--- src/rtl/fifo_req_ctrl.sv ---
// fifo_req_ctrl
// -----------------------------------------------------------------------------
// Request side of the queue. Raw push-button levels (write, read, read-more)
// are synchronized and edge-detected, then turned into single-cycle FIFO
// write/read strobes by a small FSM. Read-more presses run a multi-word read
// burst with a configurable idle gap between reads. Every word read from the
// FIFO is captured into rd_data_q for display.
//
// Optional feature: define FIFO_BTN_DEBOUNCE_EN to insert a per-button
// stability counter (DB_CYCLES) after each synchronizer. Without the macro
// the synchronized level feeds the edge detector directly.
//
// Parameters:
//   DATA_W     FIFO data width
//   BURST_LEN  maximum words per read-more burst (1..15)
//   GAP        idle cycles between burst reads (0..15)
//   DB_CYCLES  debounce stability count (only with FIFO_BTN_DEBOUNCE_EN)
//
// Ports:
//   clk            system clock, rising edge
//   rst_edge       synchronous active-high reset
//   wr_btn         raw write request (asynchronous level)
//   rd_btn         raw read request (asynchronous level)
//   rm_btn         raw read-more request (asynchronous level)
//   fifo_full      FIFO full flag
//   fifo_empty     FIFO empty flag
//   fifo_rd_data   FIFO read data, valid one cycle after fifo_rd
//   fifo_we        write strobe (one cycle)
//   fifo_rd        read strobe (one cycle)
//   wr_edge        one-cycle pulse per detected write press
//   rd_edge        one-cycle pulse per detected read press
//   read_more_edge one-cycle pulse per detected read-more press
//   citajVise      high for the whole duration of a read-more burst
//   rd_data_q      last word captured from the FIFO
//   rd_valid       one-cycle pulse in the cycle rd_data_q is loaded
//   burst_cnt      words read in the current or last burst
//   busy           FSM not in IDLE
// -----------------------------------------------------------------------------
module fifo_req_ctrl #(
    parameter int DATA_W    = 8,
    parameter int BURST_LEN = 4,
    parameter int GAP       = 1,
    parameter int DB_CYCLES = 16
) (
    input  logic              clk,
    input  logic              rst_edge,
    input  logic              wr_btn,
    input  logic              rd_btn,
    input  logic              rm_btn,
    input  logic              fifo_full,
    input  logic              fifo_empty,
    input  logic [DATA_W-1:0] fifo_rd_data,
    output logic              fifo_we,
    output logic              fifo_rd,
    output logic              wr_edge,
    output logic              rd_edge,
    output logic              read_more_edge,
    output logic              citajVise,
    output logic [DATA_W-1:0] rd_data_q,
    output logic              rd_valid,
    output logic [3:0]        burst_cnt,
    output logic              busy
);

    localparam logic [3:0] BURST_LAST = 4'(BURST_LEN);
    // Value of the gap counter on the last idle cycle of B_GAP.
    localparam logic [3:0] GAP_LAST   = (GAP > 0) ? 4'(GAP - 1) : 4'd0;

    // Elaboration-time guard: out-of-range parameters stop the build.
    generate
        if (BURST_LEN < 1 || BURST_LEN > 15 || GAP < 0 || GAP > 15 || DB_CYCLES < 1) begin : g_bad_params
            $error("fifo_req_ctrl: parameter out of range");
        end
    endgenerate

    // -------------------------------------------------------------------------
    // Input conditioning: sync -> (optional debounce) -> registered edge
    // -------------------------------------------------------------------------
    logic [2:0] btn_raw;
    logic [2:0] btn_edge;

    assign btn_raw = {rm_btn, rd_btn, wr_btn};

    genvar gi;
    generate
        for (gi = 0; gi < 3; gi++) begin : g_btn
            logic sync1_reg;
            logic sync2_reg;
            logic prev_reg;
            logic edge_reg;
            logic level;

            always_ff @(posedge clk) begin
                if (rst_edge) begin
                    sync1_reg <= 1'b0;
                    sync2_reg <= 1'b0;
                end else begin
                    sync1_reg <= btn_raw[gi];
                    sync2_reg <= sync1_reg;
                end
            end

`ifdef FIFO_BTN_DEBOUNCE_EN
            // Counter holds 0..DB_CYCLES-1; the level flips on the cycle the
            // synchronized input has differed for DB_CYCLES cycles in a row.
            localparam int DB_W = (DB_CYCLES > 1) ? $clog2(DB_CYCLES) : 1;
            localparam logic [DB_W-1:0] DB_LAST = DB_W'(DB_CYCLES - 1);

            logic [DB_W-1:0] db_cnt_reg;
            logic            db_level_reg;

            always_ff @(posedge clk) begin
                if (rst_edge) begin
                    db_cnt_reg   <= '0;
                    db_level_reg <= 1'b0;
                end else if (sync2_reg != db_level_reg) begin
                    if (db_cnt_reg == DB_LAST) begin
                        db_level_reg <= sync2_reg;
                        db_cnt_reg   <= '0;
                    end else begin
                        db_cnt_reg <= db_cnt_reg + 1'b1;
                    end
                end else begin
                    // Any bounce back to the current level restarts the count.
                    db_cnt_reg <= '0;
                end
            end

            assign level = db_level_reg;
`else
            assign level = sync2_reg;
`endif

            // prev clears on reset, so a button held through reset release
            // produces exactly one edge once the synchronizer refills.
            always_ff @(posedge clk) begin
                if (rst_edge) begin
                    prev_reg <= 1'b0;
                    edge_reg <= 1'b0;
                end else begin
                    prev_reg <= level;
                    edge_reg <= level & ~prev_reg;
                end
            end

            assign btn_edge[gi] = edge_reg;
        end
    endgenerate

    assign wr_edge        = btn_edge[0];
    assign rd_edge        = btn_edge[1];
    assign read_more_edge = btn_edge[2];

    // -------------------------------------------------------------------------
    // Request FSM
    // -------------------------------------------------------------------------
    typedef enum logic [2:0] {
        IDLE   = 3'd0,
        WR     = 3'd1,
        RD     = 3'd2,
        RD_CAP = 3'd3,
        B_RD   = 3'd4,
        B_CAP  = 3'd5,
        B_GAP  = 3'd6
    } state_t;

    state_t            state_reg,     state_next;
    logic [3:0]        burst_cnt_reg, burst_cnt_next;
    logic [3:0]        gap_cnt_reg,   gap_cnt_next;
    logic [DATA_W-1:0] rd_data_reg,   rd_data_next;
    logic              citaj_reg,     citaj_next;

    always_ff @(posedge clk) begin
        if (rst_edge) begin
            state_reg     <= IDLE;
            burst_cnt_reg <= 4'd0;
            gap_cnt_reg   <= 4'd0;
            rd_data_reg   <= '0;
            citaj_reg     <= 1'b0;
        end else begin
            state_reg     <= state_next;
            burst_cnt_reg <= burst_cnt_next;
            gap_cnt_reg   <= gap_cnt_next;
            rd_data_reg   <= rd_data_next;
            citaj_reg     <= citaj_next;
        end
    end

    always_comb begin
        state_next     = state_reg;
        burst_cnt_next = burst_cnt_reg;
        gap_cnt_next   = gap_cnt_reg;
        rd_data_next   = rd_data_reg;
        citaj_next     = citaj_reg;
        fifo_we        = 1'b0;
        fifo_rd        = 1'b0;
        rd_valid       = 1'b0;

        case (state_reg)
            IDLE: begin
                // The highest-priority edge present decides; lower ones are
                // dropped even when the winner is blocked by a flag.
                if (wr_edge) begin
                    if (!fifo_full) begin
                        state_next = WR;
                    end
                end else if (rd_edge) begin
                    if (!fifo_empty) begin
                        state_next = RD;
                    end
                end else if (read_more_edge) begin
                    if (!fifo_empty) begin
                        state_next     = B_RD;
                        burst_cnt_next = 4'd0;
                        citaj_next     = 1'b1;
                    end
                end
            end

            WR: begin
                fifo_we    = 1'b1;
                state_next = IDLE;
            end

            RD: begin
                fifo_rd    = 1'b1;
                state_next = RD_CAP;
            end

            RD_CAP: begin
                rd_data_next = fifo_rd_data;
                rd_valid     = 1'b1;
                state_next   = IDLE;
            end

            B_RD: begin
                fifo_rd    = 1'b1;
                state_next = B_CAP;
            end

            B_CAP: begin
                rd_data_next   = fifo_rd_data;
                rd_valid       = 1'b1;
                burst_cnt_next = burst_cnt_reg + 4'd1;
                gap_cnt_next   = 4'd0;
                if (GAP == 0) begin
                    // No gap: end check uses the count including this word.
                    if (burst_cnt_next == BURST_LAST || fifo_empty) begin
                        citaj_next = 1'b0;
                        state_next = IDLE;
                    end else begin
                        state_next = B_RD;
                    end
                end else begin
                    state_next = B_GAP;
                end
            end

            B_GAP: begin
                if (gap_cnt_reg == GAP_LAST) begin
                    // Empty is sampled here, so a short FIFO ends the burst early.
                    if (burst_cnt_reg == BURST_LAST || fifo_empty) begin
                        citaj_next = 1'b0;
                        state_next = IDLE;
                    end else begin
                        state_next = B_RD;
                    end
                end else begin
                    gap_cnt_next = gap_cnt_reg + 4'd1;
                end
            end

            default: begin
                state_next = IDLE;
            end
        endcase
    end

    assign citajVise = citaj_reg;
    assign rd_data_q = rd_data_reg;
    assign burst_cnt = burst_cnt_reg;
    assign busy      = (state_reg != IDLE);

endmodule

--- config.mk ---
export PLATFORM = sky130hd
export DESIGN_NAME = fifo_req_ctrl
export DESIGN_NICKNAME = d
export VERILOG_FILES = /design/src/rtl/fifo_req_ctrl.sv
export SDC_FILE = /design/constraint.sdc
export NUM_CORES = 1
export LEC_CHECK = 0
export CORE_MARGIN = 2
export CORE_UTILIZATION = 52
export CTS_CLUSTER_DIAMETER = 100
export DETAILED_ROUTE_END_ITERATION = 10
export DONT_BUFFER_PORTS = 1
export GPL_TIMING_DRIVEN = 0
export MAX_ROUTING_LAYER = met4
export PLACE_DENSITY = 0.65
export SYNTH_ARGS = -nofsm -noshare
export SYNTH_HDL_FRONTEND = slang
export SYNTH_SLANG_ARGS = --single-unit
--- constraint.sdc ---
create_clock -name clk -period 1.9 [get_ports clk]
set_clock_uncertainty 0.1 [all_clocks]
set_input_delay 0.38 -clock clk [delete_from_list [all_inputs] [get_ports clk]]
set_output_delay 0.38 -clock clk [all_outputs]
set_load 0.02 [all_outputs]
==> impl.org <==
** Yosys
- After synthesis, the largest family of logic cells by area is simple AND/OR/NAND/NOR gates.
- Top_reg_cell synth :: dfxtp_1
- By count the netlist is led by 32 x dfxtp_1, 14 x a21oi_1, 13 x nor2b_1, 11 x nand2_1, 10 x nand3_1.
- Area share of fa/ha/maj cells after synthesis :: 3.62%
- The share of synthesized area in the top cell type comes to 46.3%.
- Count of mapped cells out of synthesis :: 150
- Averaged over all synthesized cells, the footprint is 9.23 sq um.
- #FFs+latches synth :: 32
- Synthesized net count :: 169
- Share of async-settable or async-resettable flops after synthesis :: 0%
- In this run, synthesis inferred 0 flip-flops with an integrated enable.
- The synthesized netlist occupies a cell area of 1380 sq um.
- Sorting the synthesized cells by area gives the leading types as dfxtp_1 46%, nor2b_1 5.9%, a21oi_1 5.1%.
- The synthesized design spends more area on one cell type than any other, namely dfxtp_1.
- Proportion of synthesized chip area in sequential cells :: 46.3%
- Among all cell types in the netlist, the one instantiated most often is dfxtp_1.
- Measured against the total synthesized area, the mux share comes to 0%.
- Area fraction in and, or, nand and nor cells after synthesis :: 24.8%
- The synthesized netlist devotes 18.8% of its cell area to compound gates.
- After Yosys synthesis, XOR and XNOR cells account for 1.18% of the synthesized area.
- In this run, distinct cell masters in the synthesized netlist total 36.
- For this run, the number of Yosys warnings is 0.

** Drt
- For this block, the via count after detailed routing is 1088.
- Routed wire per std cell :: 13.9 microns
- Antenna violation net count after detailed routing :: 0
- Number of DRC violations after detailed-routing iteration 0 :: 35
- After detailed routing, the number of remaining DRC violations is 0.
- The first detailed-routing pass took 4 iterations.
- The final layout contains routed wiring with a total length of 2660 microns.
- Via-to-Cell Ratio :: 5.70

** Final layout
- Summing all multi-input logic gate instances after layout gives 701 sq um.
- Combined flip-flop and latch cell area :: 643 sq um
- The filler cells instantiated in the layout total 217.
- 0 antenna diodes ended up in the layout.
- The register with the most flip-flops in the layout has 8 of them.
- Area Overhead vs Synth :: 12.7%
- Design Area, Final :: 1560 sq um
- In the final design database the tool counted 179 nets.
- At the end of the flow the core is filled with cells to 62.4%.
- In the final layout, the share of cells above drive strength 1 is 16.8%.

** Setup path
- Arrival time at the worst endpoint :: 1.34 ns
- STA classifies the critical path endpoint as an output pin.
- Class of the most critical setup path :: reg2out
- Maximum fanout encountered on the critical timing path :: 10
- Launching element type of the critical path :: flop
- Req. time, crit path :: 1.42 ns

** Floorplanning
- Die outline height :: 55.6 microns
- 35 I/O pins were placed.
- The floorplan step defined a die boundary enclosing 3090 sq um.
- Once the floorplan was initialized, standard cells occupied 55.4% of the core.
- The die is 55.6 microns wide.
- Core Box Area :: 2500 sq um
- Floorplan row count :: 18

** CTS
- Clock tree synthesis selected as its root buffer the cell clkbuf_4.
- CTS tree :: built
- The later pin in the worst-skew pair is clocked with a latency of 0.33 ns.
- For this design, the CTS-stage hold fixing added 0 buffers.
- CTS clk-pin slew, worst paths :: 0.10 ns
- Clock tree synthesis found a total of 32 sinks.
- Number of buffers inserted during clock tree synthesis :: 5
- In this run the number of H-tree levels came out at 2.
- Max clock buf depth :: 2

** Placed design
- Detailed placement finished with a half-perimeter wire length of 1840 microns.
- Port buffer count :: 0
- Place WS :: -0.0157 ns
- Global placer's final weighted congestion :: 0.796
- Once placement finished, the instance area stood at 1420 sq um.

** GRT
- Overall Global Routing Usage :: 18.4%
- The number of global-route vias before repair is 994.
- After global routing the overflow that remains totals 0.
- The initial antenna violation count came to 0.
- Wire length of the first global-routing pass :: 4390 microns
- Entering global routing, the biggest net connects 11 pins.

** STA
- Final cycle utilization of the critical path :: 95.7%
- Unrepaired setup endpoints after global routing :: no
- The final count of hold timing violations was 0.
- Highest clock frequency the design can meet :: 0.550 GHz
- Fin worst setup slack :: 0.0824 ns
- Setup violations remaining at the end of the flow were counted as 0.
- At the pin with the least slew margin, the transition time is 0.526 ns.
- Min cycle time layout :: 1.82 ns
- The max-slew violation count is 0.
- Setup TNS :: 0 ns
- In this run the tightest slew margin relative to its limit is 64.5%.

** Power
- Pwr dens :: 839 nW/um^2
- Leak Pwr :: 0.605 nW
- Worst ir drop on vdd :: 0.000742 V

** Hold path
- In this run the worst hold path is classified as in2reg.

** Flow run
- Max-cap check violation count :: 0

** Run status
- Run status :: complete, no violations
## per-layer routing
layer	GRT usage [%]	routed length [microns]
met2	27.7	1220
met3	5.58	147
met4	7.32	48
met1	23.1	1240
met5	-	0
## worst paths after layout
path              cells after the start  slack [ns]                         start                           end
setup / recovery                      3        0.08     state_reg[0]$_SDFFE_PP0P_                       fifo_we
hold / removal                        1        0.02                      rst_edge  g_btn[2].prev_reg$_SDFF_PP0_
setup reg to reg                      7        0.09   gap_cnt_reg[0]$_SDFFE_PP0P_   gap_cnt_reg[2]$_SDFFE_PP0P_
hold reg to reg                       1        0.29  g_btn[1].prev_reg$_SDFF_PP0_            rd_edge$_SDFF_PP0_
## power breakdown
group	switching (mW)	internal [mW]	total, mW
logic	0.0618	0.0439	0.106
registers	0.0155	0.685	0.700
clock network	0.226	0.276	0.502
## timing repair
action / 4_1_cts / 5_1_grt
resized for setup: 6 / 6
pin swaps: 0 / 0
endpoints found under the setup margin: 3 / 2
setup buffers: 2 / 1
## logic make-up (layout without fill, tap and decap cells)
| group | count (synthesis) | in the layout |
|---|---|---|
| flip-flops | 32 | 32 |
| buffers and inverters | 16 | 27 |
| AO/OA/AOI/OAI | 36 | 36 |
| adder cells (fa/ha/maj) | 4 | 4 |
| XOR/XNOR | 1 | 1 |
| AND/OR/NAND/NOR | 61 | 61 |
## cells in the final DEF, fill, tap and decap left out, types with 4 or more instances in the layout
| master | count |
|---|---|
| nand3_1 | 10 |
| a21oi_1 | 14 |
| clkbuf_4 | 5 |
| nand2_1 | 10 |
| nor2_1 | 6 |
| dfxtp_1 | 30 |
| clkbuf_1 | 4 |
| nor2b_1 | 12 |
| buf_4 | 5 |
| ha_1 | 4 |
| o21ai_0 | 5 |
| inv_1 | 6 |
## final cells by class
cell class	instances	share of cell area [%]
clock buffers	6	2.65
well taps	30	2.41
plain buffers	9	3.37
inverters	7	1.69
repair buffers	3	1.44
clock inverters	2	2.25
flip-flops and latches	32	41.3
multi-input cells	102	44.9
## critical path, cell delays in order (launching register included)
cell and delay (ns):
dfxtp_1 0.35, buf_4 0.18, and2b_1 0.22, and2_1 0.26
## stage by stage
stage	total power [mW]	instances	hold WS, ns
after floorplan	0.782	150	0.267
after global placement	0.799	180	0.272
after detailed placement	0.800	180	0.272
after CTS	1.31	190	0.00772
after global routing	1.36	191	0.00229
final	1.31	191	0.0153
No activity file was read; power rests on OpenSTA's default activity.
